**config.mk**
```make
export PLATFORM = sky130hd
export DESIGN_NAME = lap_stopwatch
export DESIGN_NICKNAME = d
export VERILOG_FILES = /design/src/rtl/lap_stopwatch.sv
export SDC_FILE = /design/constraint.sdc
export NUM_CORES = 1
export LEC_CHECK = 0
export ABC_AREA = 0
export CORE_ASPECT_RATIO = 1.2
export CORE_MARGIN = 3
export CORE_UTILIZATION = 61
export DETAILED_ROUTE_END_ITERATION = 10
export PLACE_DENSITY = 0.95
export SLEW_MARGIN = 5
export SYNTH_ARGS = -nofsm -noshare
export SYNTH_HDL_FRONTEND = slang
export SYNTH_SLANG_ARGS = --single-unit
export TNS_END_PERCENT = 1
```
**constraint.sdc**
```tcl
create_clock -name Clk_1sec -period 5.2 [get_ports Clk_1sec]
set_clock_uncertainty 0.15 [all_clocks]
set_input_delay 1.04 -clock Clk_1sec [delete_from_list [all_inputs] [get_ports Clk_1sec]]
set_output_delay 1.04 -clock Clk_1sec [all_outputs]
set_load 0.01 [all_outputs]
```
**src/rtl/lap_stopwatch.sv**
```systemverilog
// Lap stopwatch clocked at one edge per second: H:M:S up/down counter with
// countdown preset, overflow/done flags and a show-ahead lap FIFO. All outputs are flops.
module lap_stopwatch #(
    parameter int HOUR_MAX  = 11,
    parameter int HOUR_W    = 4,
    parameter int LAP_DEPTH = 4
) (
    input  logic                        Clk_1sec,
    input  logic                        reset_n_in,
    input  logic                        stopwatch_on_in,
    input  logic                        stopwatch_reset_in,
    input  logic                        mode_down_in,
    input  logic                        load_in,
    input  logic [HOUR_W-1:0]           load_hour_in,
    input  logic [5:0]                  load_minute_in,
    input  logic [5:0]                  load_second_in,
    input  logic                        lap_in,
    input  logic                        lap_rd_in,
    output logic [HOUR_W-1:0]           stopwatch_hours_out,
    output logic [5:0]                  stopwatch_minutes_out,
    output logic [5:0]                  stopwatch_seconds_out,
    output logic [HOUR_W-1:0]           lap_hours_out,
    output logic [5:0]                  lap_minutes_out,
    output logic [5:0]                  lap_seconds_out,
    output logic [$clog2(LAP_DEPTH):0]  lap_count_out,
    output logic                        lap_empty_out,
    output logic                        lap_full_out,
    output logic                        lap_overrun_out,
    output logic                        overflow_out,
    output logic                        done_out,
    output logic                        running_out
);
    localparam int AW = $clog2(LAP_DEPTH);
    localparam int TW = HOUR_W + 12;
    localparam logic [HOUR_W-1:0] HMAX  = HOUR_W'(HOUR_MAX);
    localparam logic [AW:0]       DEPTH = (AW+1)'(LAP_DEPTH);

    typedef enum logic [1:0] {IDLE, RUN, PAUSE, DONE} state_t;

    state_t            state_q, state_d;
    logic [HOUR_W-1:0] hr_q, hr_d, nh;
    logic [5:0]        min_q, min_d, sec_q, sec_d, nm, ns;
    logic              mode_q, mode_d, ovf_q, ovf_d, ovr_q, ovr_d;
    logic              done_q, run_q, empty_q, full_q;
    logic              wrap, advance, push, pop, wr_en, eff_down;
    logic [TW-1:0]     mem_q [LAP_DEPTH];
    logic [TW-1:0]     head_q, head_d, cur;
    logic [AW-1:0]     rd_q, rd_d, wr_q, wr_d;
    logic [AW:0]       cnt_q, cnt_d;

    function automatic logic [5:0] sat59(input logic [5:0] v);
        return (v > 6'd59) ? 6'd59 : v;
    endfunction

    function automatic logic [HOUR_W-1:0] sat_hour(input logic [HOUR_W-1:0] v);
        return (v > HMAX) ? HMAX : v;
    endfunction

    assign cur      = {hr_q, min_q, sec_q};
    // Direction is sampled live while stopped so the starting edge already uses it.
    assign eff_down = (state_q == IDLE || state_q == PAUSE) ? mode_down_in : mode_q;

    always_comb begin
        ns = sec_q; nm = min_q; nh = hr_q; wrap = 1'b0;
        if (!eff_down) begin
            if (sec_q < 6'd59) ns = sec_q + 6'd1;
            else begin
                ns = '0;
                if (min_q < 6'd59) nm = min_q + 6'd1;
                else begin
                    nm = '0;
                    if (hr_q < HMAX) nh = hr_q + HOUR_W'(1);
                    else begin
                        nh   = '0;
                        wrap = 1'b1;
                    end
                end
            end
        end else begin
            if (sec_q != '0) ns = sec_q - 6'd1;
            else begin
                ns = 6'd59;
                if (min_q != '0) nm = min_q - 6'd1;
                else begin
                    nm = 6'd59;
                    nh = (hr_q != '0) ? hr_q - HOUR_W'(1) : HMAX;
                end
            end
        end
    end

    always_comb begin
        state_d = state_q; hr_d = hr_q; min_d = min_q; sec_d = sec_q;
        mode_d  = mode_q;  ovf_d = 1'b0; advance = 1'b0; push = 1'b0; pop = 1'b0;
        if (stopwatch_reset_in) begin
            state_d = IDLE; hr_d = '0; min_d = '0; sec_d = '0; mode_d = 1'b0;
        end else begin
            if (state_q == IDLE || state_q == PAUSE) mode_d = mode_down_in;
            if (load_in && state_q != RUN) begin
                hr_d  = sat_hour(load_hour_in);
                min_d = sat59(load_minute_in);
                sec_d = sat59(load_second_in);
                if (state_q == DONE) state_d = PAUSE;
            end else begin
                unique case (state_q)
                    IDLE, PAUSE: if (stopwatch_on_in) begin
                        state_d = RUN;
                        advance = 1'b1;
                    end
                    RUN: if (stopwatch_on_in) advance = 1'b1;
                         else state_d = PAUSE;
                    DONE: ;
                endcase
            end
            if (advance) begin
                hr_d = nh; min_d = nm; sec_d = ns;
                ovf_d = wrap;
                if (eff_down && {nh, nm, ns} == '0) state_d = DONE;
            end
            push = lap_in && (state_q == RUN || state_q == PAUSE);
            pop  = lap_rd_in && !empty_q;
        end
    end

    // FIFO bookkeeping; the head register is precomputed so the lap outputs are flops.
    always_comb begin
        rd_d = rd_q; wr_d = wr_q; cnt_d = cnt_q; ovr_d = ovr_q; wr_en = 1'b0;
        if (stopwatch_reset_in) begin
            rd_d = '0; wr_d = '0; cnt_d = '0; ovr_d = 1'b0;
        end else begin
            wr_en = push && (!full_q || pop);
            if (push && full_q && !pop) ovr_d = 1'b1;
            if (wr_en) wr_d = wr_q + AW'(1);
            if (pop)   rd_d = rd_q + AW'(1);
            if (wr_en && !pop)      cnt_d = cnt_q + (AW+1)'(1);
            else if (pop && !wr_en) cnt_d = cnt_q - (AW+1)'(1);
        end
        if (cnt_d == '0)                  head_d = '0;
        else if (wr_en && rd_d == wr_q)   head_d = cur;
        else                              head_d = mem_q[rd_d];
    end

    always_ff @(posedge Clk_1sec or negedge reset_n_in) begin
        if (!reset_n_in) begin
            state_q <= IDLE;  hr_q <= '0;    min_q <= '0;   sec_q <= '0;
            mode_q  <= 1'b0;  ovf_q <= 1'b0; ovr_q <= 1'b0;
            done_q  <= 1'b0;  run_q <= 1'b0;
            rd_q    <= '0;    wr_q <= '0;    cnt_q <= '0;   head_q <= '0;
            empty_q <= 1'b1;  full_q <= 1'b0;
        end else begin
            state_q <= state_d; hr_q <= hr_d;   min_q <= min_d; sec_q <= sec_d;
            mode_q  <= mode_d;  ovf_q <= ovf_d; ovr_q <= ovr_d;
            done_q  <= (state_d == DONE);
            run_q   <= (state_d == RUN);
            rd_q    <= rd_d;    wr_q <= wr_d;   cnt_q <= cnt_d; head_q <= head_d;
            empty_q <= (cnt_d == '0);
            full_q  <= (cnt_d == DEPTH);
        end
    end

    always_ff @(posedge Clk_1sec) begin
        if (wr_en) mem_q[wr_q] <= cur;
    end

    assign stopwatch_hours_out   = hr_q;
    assign stopwatch_minutes_out = min_q;
    assign stopwatch_seconds_out = sec_q;
    assign lap_hours_out         = head_q[TW-1 -: HOUR_W];
    assign lap_minutes_out       = head_q[11:6];
    assign lap_seconds_out       = head_q[5:0];
    assign lap_count_out         = cnt_q;
    assign lap_empty_out         = empty_q;
    assign lap_full_out          = full_q;
    assign lap_overrun_out       = ovr_q;
    assign overflow_out          = ovf_q;
    assign done_out              = done_q;
    assign running_out           = run_q;

endmodule

```
==> run_results.csv <==
group,metric,value,unit
power_and_ir_drop,powerDensity,337,nW/um^2
cts,clkSlewWorstSetupHoldPaths,0.11,ns
synth,synth_ff_type,"edfxtp_1",
sta,worst_pin_slew,1.23,ns
synth,synth_edf_count,64,
finish,regArea,3120,sq um
min_path,min_from,"lap_overrun_out",
synth,ys_types,64,
cts,clockRootBuffer,"clkbuf_8",
critical_path,r2r_start,"state_q[0]",
grt,grt_overflow,0,
critical_path,crit_path_start_kind,"primary input",
synth,ys_seq_area_share,53.8,%
route,dr_wl_met2,7.32,mm
synth,ys.warnings.count,0,
grt,grt_pass1_vias,4661,
critical_path,reg2reg_slack,1.55,ns
cts,insertion_delay,0.37,ns
die,rows,38,
grt,grtUsageTotal,27.0,%
placed_design,globalplace.congestion,0.957,
synth,syn-instance-count,602,
job,maxCapViolCount,0,
sta,fmax,0.246,GHz
critical_path,crit_fanout,17,
sta,min_period,4.07,ns
route,routedWlPerCell,18.3,microns
synth,synth.area.top_cells,"edfxtp_1, dfrtp_1, nand2_1",
route,postRouteWirelength,14.1,mm
route,vias,4853,
synth,synth_nets,643,
route,first_pass_iters,5,
cts,post_cts_resized,0,
finish,multi_input_area,2470,sq um
finish,final_common_cell,"nand2_1",
critical_path,cp-end-kind,"register",
grt,grt_start_max_net_pins,49,
sta,slew_headroom,17.9,%
synth,synth.avg_cell_area,9.65,sq um
sta,tns,0,ns
synth,async_flop_share,42.9,%
synth,synthesis.area,5810,sq um
critical_path,r2r_cells,9,
route,final_antenna_net_count,0,
power_and_ir_drop,irDropWorstVdd,0.245,mV
critical_path,worstPathRequired,5.25,ns
cts,cts_tree,"done",
die,die_height,113,microns
critical_path,r2r-end,"head_q[13]",
die,die_x,95.1,microns
route,wl_met1,5.42,mm
grt,antenna_found_initial,0,
critical_path,criticalPathCategory,"in -> reg",
placed_design,post_dp_cell_area,6480,sq um
finish,layout_common_cells,"nand2_1, edfxtp_1, clkdlybuf4s50_1",
route,wl_met3,1.02,mm
die,coreArea,9180,sq um
cts,htreeDepth,3,
sta,slew_viol_final,0,
min_path,min_to,"lap_overrun_out",
sta,hold_viol_final,0,
finish,drive_gt1_share,4.93,%
min_path,min_path_type,"reg -> reg",
finish,finalInstanceArea,6690,sq um
finish,n_fill_cell,625,
grt,grt_pass1_wl,22.8,mm
die,io_pins,65,
critical_path,arrival,4.12,ns
sta,rsz0062_at_grt,"no",
synth,synthDominantCellAreaShare,33.1,%
route,drc,0,
sta,final-setup-viol-count,0,
cts,clock_sinks,112,
status,status,"completed",
synth,netlist.top_cell.by_area,"edfxtp_1",
cts,cts_hold_buf,0,
route,viasPerCell,6.31,
finish,area_delta_synth_final,15.1,%
sta,period_share,78.3,%
cts,cts_buffers,9,
route,top_layer_used,"met4",
route,first_iter_violations,323,
min_path,hold_depth,2,
finish,diodes,0,
synth,ys_ff_latch,112,
cts,postCtsSetupBuffers,0,
finish,nets,685,
cts,cts_buffer_depth,2,
die,start_util,63.3,%
die,die-area,10700,sq um
placed_design,port_buffers,64,
power_and_ir_drop,leakage,2.48,nW
placed_design,hpwlAfterDp,9.54,mm
-- critical path: stages --
cell             delay (ns)
clkdlybuf4s50_1        0.49
nand2b_1               0.24
a211oi_1               0.71
a32oi_1                0.23
xor2_1                 0.22
nor2_1                 0.09
nor2_1                 0.95
a21oi_1                0.15
-- power breakdown --
| part | switching (mW) | internal, mW | total (mW) |
|---|---|---|---|
| clock network | 0.297 | 0.223 | 0.520 |
| logic | 0.348 | 0.265 | 0.613 |
| registers | 0.0964 | 1.02 | 1.12 |
-- layer usage --
metal	vias to the layer above	global-route usage [%]
met1	2340	34.8
met2	232	46.3
met5	-	0
li1	2252	-
met3	29	3.72
met4	0	9.62
-- flip-flops by register name, indices dropped and copies added, names as in the netlist --
register               count
mode_q                     1
lap_count_out              3
head_q                    16
stopwatch_seconds_out      6
done_out                   1
stopwatch_minutes_out      6
rd_q                       2
overflow_out               1
lap_empty_out              1
lap_full_out               1
wr_q                       2
running_out                1
stopwatch_hours_out        4
lap_overrun_out            1
state_q                    2
mem_q                     64
-- cell families (layout without fill, tap and decap cells) --
kind of cell	count (synthesis)	count (layout)	share of synthesized area, %
AO/OA/AOI/OAI	155	155	17.6
buffers and inverters	57	104	3.75
flip-flops	112	112	53.8
AND/OR/NAND/NOR	252	252	19.9
adder cells (fa/ha/maj)	17	17	3.66
multiplexers	1	1	0.172
XOR/XNOR	8	8	1.21
-- synth_stat cells, types with 4 or more instances --
cell,count
xnor2_1,6
a21oi_1,46
nand2b_1,6
a221oi_1,4
o21ai_1,13
dfrtp_1,47
and2_1,6
o21ai_0,18
nor2_1,41
a211oi_1,7
nand2_1,127
ha_1,17
o211ai_1,22
a31oi_1,8
edfxtp_1,64
inv_1,20
o31ai_1,4
nor4_1,5
clkbuf_1,30
nor3_1,15
nand3_1,27
-- worst max-delay path by stage --
stage	cells past startpoint	to	from
floorplan	9	head_q[10]	lap_rd_in
CTS	8	head_q[13]	lap_rd_in
global placement	8	head_q[3]	lap_rd_in
global route	8	head_q[13]	lap_rd_in
finish	8	head_q[13]	lap_rd_in
detailed placement	8	head_q[7]	lap_rd_in
-- final cells by class --
class,count,share of cell area (%)
sequential,112,46.7
multi-input combinational,433,36.9
timing repair buffer,67,9.84
clock buffer,11,2.43
tap,120,2.24
inverter,21,1.18
clock inverter,5,0.655
-- metrics by stage --
step	hold slack [ns]	instances	total power, mW	worst slack (ns)	util, %
after global routing	0.413	769	2.36	0.921	72.9
after detailed placement	0.345	753	1.74	0.856	70.6
after global placement	0.359	753	1.71	1.13	70.6
after floorplan	0.379	602	1.49	2.12	-
after CTS	0.380	769	2.25	1.21	72.9
final	0.384	769	2.25	1.13	72.9
Note: power is estimated with default switching activity, not from simulation.
